File: config.mk
export PLATFORM = sky130hd
export DESIGN_NAME = fp_mul_booth_seq_flat
export DESIGN_NICKNAME = d
export VERILOG_FILES = /design/src/rtl/fp_mul_booth_seq_pkg.sv /design/src/rtl/fp_mul_booth_seq_if.sv /design/src/rtl/fp_mul_booth_seq_enc.sv /design/src/rtl/fp_mul_booth_seq.sv /design/src/flat_wrapper.sv
export SDC_FILE = /design/constraint.sdc
export NUM_CORES = 1
export LEC_CHECK = 0
export CAP_MARGIN = 15
export CORE_ASPECT_RATIO = 1.4
export CORE_MARGIN = 2
export CORE_UTILIZATION = 45
export CTS_BUF_LIST = sky130_fd_sc_hd__clkbuf_4
export CTS_CLUSTER_DIAMETER = 30
export DETAILED_ROUTE_END_ITERATION = 6
export PLACE_DENSITY = 0.62
export SYNTH_ARGS = -nofsm -noshare
export SYNTH_HDL_FRONTEND = slang
export SYNTH_SLANG_ARGS = --single-unit
File: constraint.sdc
create_clock -name clk -period 6.35 [get_ports clk]
set_input_delay 0.9525 -clock clk [delete_from_list [all_inputs] [get_ports clk]]
set_output_delay 0.9525 -clock clk [all_outputs]
set_load 0.01 [all_outputs]
File: src/rtl/fp_mul_booth_seq_pkg.sv
// Shared widths, FSM/Booth-digit enums and default sideband layout for the
// iterative radix-4 Booth mantissa multiplier.
package fpu_mul_pkg;

    localparam int FRAC_W = 23;
    localparam int MANT_W = FRAC_W + 1;
    localparam int PROD_W = 2 * MANT_W;
    localparam int N_ITER = (MANT_W + 2) / 2;
    localparam int ACC_W  = PROD_W + 2;
    localparam int CNT_W  = $clog2(N_ITER + 1);
    localparam int TAG_W  = 12;

    typedef enum logic [1:0] {IDLE, CALC, DONE} mul_state_t;

    typedef enum logic [2:0] {ZERO, P1, P2, M1, M2} booth_digit_t;

    typedef struct packed {
        logic       sign;
        logic [2:0] r_mode;
        logic [7:0] exp;
    } fp_tag_t;

endpackage

File: src/rtl/fp_mul_booth_seq_if.sv
// Operand/result handshake bundle between the FP multiply front end, the
// Booth mantissa multiplier and the normalization stage.
interface fp_mul_booth_seq_if;
    import fpu_mul_pkg::*;

    logic              flush;
    logic              in_valid;
    logic              in_ready;
    logic [FRAC_W-1:0] in_frc_x;
    logic              in_hid_x;
    logic [FRAC_W-1:0] in_frc_y;
    logic              in_hid_y;
    logic [TAG_W-1:0]  in_tag;
    logic              out_valid;
    logic              out_ready;
    logic [PROD_W-1:0] out_prod;
    logic [TAG_W-1:0]  out_tag;
    logic              busy;

    modport slave (
        input  flush, in_valid, in_frc_x, in_hid_x, in_frc_y, in_hid_y, in_tag, out_ready,
        output in_ready, out_valid, out_prod, out_tag, busy
    );

    modport master (
        output flush, in_valid, in_frc_x, in_hid_x, in_frc_y, in_hid_y, in_tag, out_ready,
        input  in_ready, out_valid, out_prod, out_tag, busy
    );

endinterface

File: src/rtl/fp_mul_booth_seq_enc.sv
// Radix-4 Booth encoder: 3-bit multiplier window {b[2i+1], b[2i], b[2i-1]}
// to a signed digit in {-2,-1,0,+1,+2}. Purely combinational.
module booth_r4_digit_enc
    import fpu_mul_pkg::*;
(
    input  logic [2:0]   win_i,
    output booth_digit_t digit_o
);

    always_comb begin
        digit_o = ZERO;
        unique case (win_i)
            3'b001, 3'b010: digit_o = P1;
            3'b011:         digit_o = P2;
            3'b100:         digit_o = M2;
            3'b101, 3'b110: digit_o = M1;
            default:        digit_o = ZERO;
        endcase
    end

endmodule

File: src/rtl/fp_mul_booth_seq.sv
// Iterative radix-4 Booth mantissa multiplier, one digit per cycle, N_ITER
// cycles accept-to-valid. Define FPMUL_BOOTH_ZERO_SKIP_EN to bypass CALC for zero mantissas.
module fp_mul_booth_seq
    import fpu_mul_pkg::*;
(
    input  logic               clk,
    input  logic               rst_n,
    fp_mul_booth_seq_if.slave  bus
);

    mul_state_t         state_q, state_d;
    logic [CNT_W-1:0]   cnt_q, cnt_d;
    logic [MANT_W+1:0]  mcand_q, mcand_d;
    logic [MANT_W+2:0]  mplr_q, mplr_d;
    logic [ACC_W-1:0]   acc_q, acc_d;
    logic [PROD_W-1:0]  prod_q, prod_d;
    logic [TAG_W-1:0]   tag_q, tag_d;

    logic [MANT_W-1:0]  mant_x, mant_y;
    booth_digit_t       digit;
    logic [ACC_W-1:0]   m_ext, pp, pp_sh, acc_sum;

    assign mant_x = {bus.in_hid_x, bus.in_frc_x};
    assign mant_y = {bus.in_hid_y, bus.in_frc_y};

    // The multiplier register shifts right by two each CALC cycle, so the
    // current window always sits in its three LSBs.
    booth_r4_digit_enc u_enc (
        .win_i   (mplr_q[2:0]),
        .digit_o (digit)
    );

    // Two's-complement arithmetic modulo 2^ACC_W; the two guard bits keep the
    // partial sums' sign while the final sum is always non-negative.
    always_comb begin
        m_ext = {{(ACC_W-MANT_W-2){1'b0}}, mcand_q};
        pp    = '0;
        unique case (digit)
            P1:      pp = m_ext;
            P2:      pp = m_ext << 1;
            M1:      pp = -m_ext;
            M2:      pp = -(m_ext << 1);
            default: pp = '0;
        endcase
        pp_sh   = pp << {cnt_q, 1'b0};
        acc_sum = acc_q + pp_sh;
    end

    always_comb begin
        state_d = state_q;
        cnt_d   = cnt_q;
        mcand_d = mcand_q;
        mplr_d  = mplr_q;
        acc_d   = acc_q;
        prod_d  = prod_q;
        tag_d   = tag_q;

        if (bus.flush) begin
            state_d = IDLE;
            cnt_d   = '0;
        end else begin
            unique case (state_q)
                IDLE: begin
                    if (bus.in_valid) begin
                        mcand_d = {2'b00, mant_x};
                        mplr_d  = {2'b00, mant_y, 1'b0};
                        tag_d   = bus.in_tag;
                        acc_d   = '0;
                        cnt_d   = '0;
                        state_d = CALC;
`ifdef FPMUL_BOOTH_ZERO_SKIP_EN
                        if ((mant_x == '0) || (mant_y == '0)) begin
                            prod_d  = '0;
                            state_d = DONE;
                        end
`endif
                    end
                end
                CALC: begin
                    acc_d  = acc_sum;
                    mplr_d = {2'b00, mplr_q[MANT_W+2:2]};
                    cnt_d  = cnt_q + 1'b1;
                    if (cnt_q == CNT_W'(N_ITER - 1)) begin
                        prod_d  = acc_sum[PROD_W-1:0];
                        state_d = DONE;
                    end
                end
                DONE: begin
                    if (bus.out_ready) begin
                        state_d = IDLE;
                    end
                end
                default: state_d = IDLE;
            endcase
        end
    end

    always_ff @(posedge clk or negedge rst_n) begin
        if (!rst_n) begin
            state_q <= IDLE;
            cnt_q   <= '0;
            mcand_q <= '0;
            mplr_q  <= '0;
            acc_q   <= '0;
            prod_q  <= '0;
            tag_q   <= '0;
        end else begin
            state_q <= state_d;
            cnt_q   <= cnt_d;
            mcand_q <= mcand_d;
            mplr_q  <= mplr_d;
            acc_q   <= acc_d;
            prod_q  <= prod_d;
            tag_q   <= tag_d;
        end
    end

    assign bus.in_ready  = (state_q == IDLE);
    assign bus.out_valid = (state_q == DONE);
    assign bus.busy      = (state_q != IDLE);
    assign bus.out_prod  = prod_q;
    assign bus.out_tag   = tag_q;

endmodule

File: src/flat_wrapper.sv
// flat-port wrapper written by rule: the top's interface ports become plain ports
module fp_mul_booth_seq_flat import fpu_mul_pkg::*;
  (clk, rst_n, bus_flush, bus_in_valid, bus_in_frc_x, bus_in_hid_x, bus_in_frc_y, bus_in_hid_y, bus_in_tag, bus_out_ready, bus_in_ready, bus_out_valid, bus_out_prod, bus_out_tag, bus_busy);
  fp_mul_booth_seq_if bus_i ();
  input  logic clk;
  input  logic rst_n;
  input wire logic [$bits(bus_i.flush)-1:0] bus_flush;
  input wire logic [$bits(bus_i.in_valid)-1:0] bus_in_valid;
  input wire logic [$bits(bus_i.in_frc_x)-1:0] bus_in_frc_x;
  input wire logic [$bits(bus_i.in_hid_x)-1:0] bus_in_hid_x;
  input wire logic [$bits(bus_i.in_frc_y)-1:0] bus_in_frc_y;
  input wire logic [$bits(bus_i.in_hid_y)-1:0] bus_in_hid_y;
  input wire logic [$bits(bus_i.in_tag)-1:0] bus_in_tag;
  input wire logic [$bits(bus_i.out_ready)-1:0] bus_out_ready;
  output wire logic [$bits(bus_i.in_ready)-1:0] bus_in_ready;
  output wire logic [$bits(bus_i.out_valid)-1:0] bus_out_valid;
  output wire logic [$bits(bus_i.out_prod)-1:0] bus_out_prod;
  output wire logic [$bits(bus_i.out_tag)-1:0] bus_out_tag;
  output wire logic [$bits(bus_i.busy)-1:0] bus_busy;
  assign bus_i.flush = bus_flush;
  assign bus_i.in_valid = bus_in_valid;
  assign bus_i.in_frc_x = bus_in_frc_x;
  assign bus_i.in_hid_x = bus_in_hid_x;
  assign bus_i.in_frc_y = bus_in_frc_y;
  assign bus_i.in_hid_y = bus_in_hid_y;
  assign bus_i.in_tag = bus_in_tag;
  assign bus_i.out_ready = bus_out_ready;
  assign bus_in_ready = bus_i.in_ready;
  assign bus_out_valid = bus_i.out_valid;
  assign bus_out_prod = bus_i.out_prod;
  assign bus_out_tag = bus_i.out_tag;
  assign bus_busy = bus_i.busy;
  fp_mul_booth_seq u_core (.clk(clk), .rst_n(rst_n), .bus(bus_i));
endmodule
==> results.toml, run 1 <==
[status]
status = "finished clean"

[layout]
final_area_sq_um = 13600
area_growth_pct = 18.3
nets = 1590
drive_above_1_share_pct = 12.4

[die]
initial_core_util_pct = 45.5
dieArea_sq_um = 26800
rows = 69
die_w_um = 139
coreArea_sq_um = 25200
die_y_um = 193
io_pins = 128

[synthesis]
ys_types = 70
synth_ff_type = "dfrtp_1"
syn-instance-count = 1368
syn-num-nets = 1484
ys_top_cells_by_area = "dfrtp_1 36%, nand2_1 8.0%, ha_1 5.5%, mux2_2 5.2%, o21ai_0 5.1%"
yosysTopAreaCell = "dfrtp_1"
yosysTopAreaCellShare_pct = 35.5
yosysMostFrequentCell = "nand2_1"
syn_area_sq_um = 11500
synth_warnings = 0
ys_seq_elements = 163
synth_commonest_cells = "245 x nand2_1, 163 x dfrtp_1, 117 x o21ai_0"
ys_seq_area_share_pct = 35.5
synth-async-reset-ratio_pct = 100
syn_area_per_cell_sq_um = 8.39
synth-edff-count = 0

[grt]
antenna_found_initial = 2
grt_pass1_vias = 10100
grt_pass1_wl_um = 54200
grt-ovfl-total = 0
grt_max_degree = 98
grt_usage_pct = 25.2

[timing]
post-route-min-period_ns = 6.04
slew_violations = 0
slew-limit-headroom_pct = 34.1
finalSetupViolCount = 0
whs_ns = 0.239
skew_ns = 0.0339
fmax_ghz = 0.166
worst_pin_slew_ns = 0.989
setup_slack_ns = 0.313
rsz0062_at_grt = "no"
final.setup.tns_ns = 0
finalHoldViolCount = 0
min_period_over_period_pct = 95.1

[clock_network]
cts_tree = "built"
cts_max_path_buffers = 2
cts_sinks = 163
cts-hold-fix-buffers = 0
path_clk_slew_ns = 0.15
clkLatencyLatePin_ns = 0.63
numCtsBuffers = 17
cts_root_buffer = "clkbuf_4"
htreeDepth = 4

[placement]
place_area_sq_um = 13200
port_buffers = 127
place.gp.congestion = 1.03
hpwl_um = 25000
dp_slack_ns = 0.0659

[power]
peakVddDrop_mv = 0.195
power_mw = 5.15
p_per_area_nw_per_um2 = 379
leakage_nw = 6.17

[worst_setup_path]
startpoint_type = "flip-flop"
worstPathMaxFanout = 8
worstPathArrival_ns = 6.57
required_ns = 6.88
cp-end-kind = "flip-flop"
path_class = "reg -> reg"
r2r_cells = 23

[routing]
drc_errors = 0
avgRoutedWirePerCell_um = 18.7
dr_total_vias = 10500
first_pass_iters = 7
wl_met3_um = 1550
drtAntennaViolNets = 0
drt_wl_total_um = 33800
routed.top_layer = "met4"
viasPerCell = 5.82
wl_met2_um = 16500
wirelength_met1_um = 14500
drt_iter0_markers = 745

[flow_run]
maxCapViolCount = 0

[hold_path]
hold_path.class = "in -> async"
## registers in the layout (all words and copies together), names as in the netlist
register / count
u_core.bus.out_prod: 48
u_core.bus.out_tag: 12
u_core.cnt_q: 4
u_core.mcand_q: 24
u_core.state_q: 2
u_core.acc_q: 48
u_core.mplr_q: 25
## area by class of cell
type | count | area, sq um
Inverter | 23 | 86.3
Tap cell | 319 | 399
Clock buffer | 21 | 158
Clock inverter | 11 | 80.1
Multi-Input combinational cell | 1086 | 7080
Sequential cell | 163 | 4080
Timing Repair Buffer | 183 | 1690
Fill cell | 2452 | 11600
Antenna cell | 2 | 5.00
## repair_timing
| item | CTS | global route |
|---|---|---|
| setup buffers | 0 | 5 |
| resized for setup | 0 | 30 |
| setup endpoints to repair | 0 | 20 |
## worst max-delay path, stage by stage, from the launching register on
cell      delay [ns]
dfrtp_2         0.48
or4_1           0.58
or4_4           0.62
o31ai_4         0.27
xor2_1          0.20
o32ai_1         0.13
a221oi_2        0.35
nor2_1          0.06
or3_1           0.34
o21ai_2         0.08
mux2_4          0.18
mux2i_1         0.09
ha_1            0.41
o21a_1          0.20
o21a_1          0.15
o21ai_0         0.22
a211o_1         0.19
a21o_1          0.11
nand2_1         0.05
o41a_1          0.16
a221o_1         0.43
a221oi_2        0.26
xnor2_1         0.12
mux2_2          0.26
## layout by cell type, fill, tap and decap left out, types with 32 or more instances in the layout
cell type and count:
a22o_1 42, a21oi_1 74, xnor2_1 40, dfrtp_1 161, nor2_1 111, mux2_2 53
nand2_1 245, o21ai_0 112, buf_4 56, ha_1 46, a21o_1 32, mux2i_1 49
clkdlybuf4s50_1 126
## worst paths after layout
kind	startpoint	to	slack, ns
max in group asynchronous	rst_n	u_core.mcand_q[8]	4.96
setup reg to reg	u_core.mcand_q[8]	u_core.bus.out_prod[46]	0.31
hold / removal	rst_n	u_core.bus.out_tag[1]	0.24
hold reg to reg	u_core.bus.out_prod[14]	u_core.bus.out_prod[14]	0.49
setup / recovery	u_core.mcand_q[8]	u_core.bus.out_prod[46]	0.31
min in group clk	u_core.bus.out_prod[14]	u_core.bus.out_prod[14]	0.49
## per-stage QoR
step	utilization [%]	std cells
2_1_floorplan	-	1368
3_3_place_gp	52.2	1768
3_5_place_dp	52.2	1768
4_1_cts	53.2	1800
5_1_grt	53.9	1808
6_report	53.9	1808
## cell families after synthesis
kind of cell	synth area share (%)
compound gates	22.1
buf+inv	4.08
fa+ha+maj	5.63
mux	9.60
xor+xnor	5.27
simple gates	17.8
flops	35.5
## layer usage
layer  GRT usage, %  up-vias
met3           3.90       78
met1           32.2     5053
met2           42.6      291
met4           11.3        0
li1               -     5097
met5              0        -
## where the power goes
group	total [mW]	internal [mW]	leakage [nW]	switching [mW]
sequential	1.47	1.25	2.13	0.211
clock	0.574	0.173	0.117	0.401
combinational	3.11	1.28	3.93	1.82
total	5.15	2.71	6.17	2.44
Note: power is estimated with default switching activity, not from simulation.
==> run 2: changes to the inputs <==
--- a/config.mk
+++ b/config.mk
@@ -10,7 +10,7 @@
 export CORE_MARGIN = 2
 export CORE_UTILIZATION = 45
 export CTS_BUF_LIST = sky130_fd_sc_hd__clkbuf_4
-export CTS_CLUSTER_DIAMETER = 30
+export CTS_CLUSTER_DIAMETER = 120
 export DETAILED_ROUTE_END_ITERATION = 6
 export PLACE_DENSITY = 0.62
 export SYNTH_ARGS = -nofsm -noshare
==> constraint.sdc (replaced) <==
create_clock -name clk -period 6.4 [get_ports clk]
set_input_delay 0.96 -clock clk [delete_from_list [all_inputs] [get_ports clk]]
set_output_delay 0.96 -clock clk [all_outputs]
set_load 0.01 [all_outputs]
==> run 2 against run 1 <==
Hold slack better by 0.069 ns. Via count decreased by 0.77%. Sequential power about the same. Critical path depth is 4 higher. Routed wire length is 0.48% lower. Total power is 0.45% lower. Final area is 0.26% lower. Sequential share of layout area grew 0.087 points. Critical path type unchanged. Critical endpoint unchanged. Largest cell class unchanged.
==> results.toml, run 2 (synthesized netlist as in run 1, its figures left out) <==
[status]
status = "finished clean"

[grt]
grt_pass1_vias = 10200
grt_pass1_wl_um = 54300
grt_max_degree = 98
grt-ovfl-total = 0
grt_usage_pct = 25.1
antenna_found_initial = 1

[die]
io_pins = 128
initial_core_util_pct = 45.5
coreArea_sq_um = 25200
rows = 69
dieArea_sq_um = 26800
die_y_um = 193
die_w_um = 139

[timing]
finalHoldViolCount = 0
whs_ns = 0.308
skew_ns = 0.0281
worst_pin_slew_ns = 0.976
fmax_ghz = 0.164
post-route-min-period_ns = 6.11
min_period_over_period_pct = 95.4
slew-limit-headroom_pct = 34.9
finalSetupViolCount = 0
slew_violations = 0

[worst_setup_path]
critPathSlowestCell = "dfrtp_2"
cp-endpoint = "u_core.bus.out_prod[46]"
path_class = "reg -> reg"
startpoint_type = "flip-flop"
path_delay_family = "compound AO/OA/AOI/OAI gates"
startpoint = "u_core.mcand_q[0]"
regToRegStartpoint = "u_core.mcand_q[0]"
reg2reg_setup_slack_ns = 0.29
crit_buf_inv = 4
cp_slowest_stage_delay_ns = 0.48
cp-end-kind = "flip-flop"
cp.depth = 27
worstPathMaxFanout = 8
cpMostUsedCell = "buf_4"
worstPathArrival_ns = 6.64
r2r_cells = 27
r2r_end = "u_core.bus.out_prod[46]"
required_ns = 6.93

[clock_network]
cts_tree = "built"
cts_max_path_buffers = 2
numCtsBuffers = 17
htreeDepth = 4
cts_sinks = 163
cts_root_buffer = "clkbuf_4"
clkLatencyLatePin_ns = 0.62
path_clk_slew_ns = 0.15

[routing]
viasPerCell = 5.79
drtAntennaViolNets = 0
drt_iter0_markers = 657
drt_wl_total_um = 33600
avgRoutedWirePerCell_um = 18.7
drc_errors = 0
first_pass_iters = 7
dr_total_vias = 10400

[layout]
final_cell_mix = "245 x nand2_1, 160 x dfrtp_1, 126 x clkdlybuf4s50_1"
n_fill_cell = 2415
area_growth_pct = 18.0
final_common_cell = "nand2_1"
nets = 1587
drive_above_1_share_pct = 11.9
final_core_utilization_pct = 53.7

[hold_path]
hold_path.class = "in -> async"

[power]
power_mw = 5.12
peakVddDrop_mv = 0.155
leakage_nw = 6.16
p_per_area_nw_per_um2 = 378

[placement]
place.gp.congestion = 0.947
hpwl_um = 24800
port_buffers = 127

[flow_run]
maxCapViolCount = 0
## run 2: layout make-up
type | count | area [sq um] | area share, %
diodes | 2 | 5.00 | 0.0370
clock buffers | 19 | 143 | 1.05
clock inverters | 12 | 131 | 0.970
inverters | 23 | 86.3 | 0.637
multi-input cells | 1086 | 7030 | 51.9
flip-flops and latches | 163 | 4080 | 30.1
well taps | 319 | 399 | 2.95
repair buffers | 180 | 1670 | 12.3
## run 2: worst min-delay path by stage
stage,from,to,slack [ns],depth (start not counted)
2_1_floorplan,u_core.mplr_q[10],u_core.mplr_q[10],0.45,2
3_3_place_gp,u_core.bus.out_prod[42],u_core.bus.out_prod[42],0.46,2
3_5_place_dp,u_core.bus.out_prod[43],u_core.bus.out_prod[43],0.46,2
4_1_cts,rst_n,u_core.bus.out_tag[0],0.28,1
5_1_grt,rst_n,u_core.bus.out_tag[0],0.31,1
6_report,rst_n,u_core.bus.out_tag[0],0.31,1
## run 2: per-layer routing
layer	part of all wire (%)	GRT usage, %
met2	50	43.1
met5	0	0
met4	2.6	8.94
met1	44	32.5
met3	3.4	3.78
## run 2: where the power goes
group	switching [mW]	total [mW]	internal (mW)
logic	1.77	3.03	1.26
registers	0.214	1.46	1.24
clock network	0.393	0.632	0.239
## run 2: metrics by stage
| stage | cell area [sq um] | TNS, ns | std cells | worst slack, ns |
|---|---|---|---|---|
| after floorplan | 11500 | 0 | 1368 | 0.586 |
| after global placement | 13100 | 0 | 1765 | 0.191 |
| after detailed placement | 13100 | 0 | 1765 | 0.0393 |
| after CTS | 13400 | 0 | 1796 | 0.0293 |
| after global routing | 13500 | -0.00568 | 1804 | -0.00568 |
| final | 13500 | 0 | 1804 | 0.293 |
## run 2: repair_timing
item / in CTS / in global routing
hold buffers: 0 / 0
endpoints found under the setup margin: 0 / 22
resized for setup: 0 / 31
buffers inserted: 0 / 5
endpoints found under the hold margin: 0 / 0
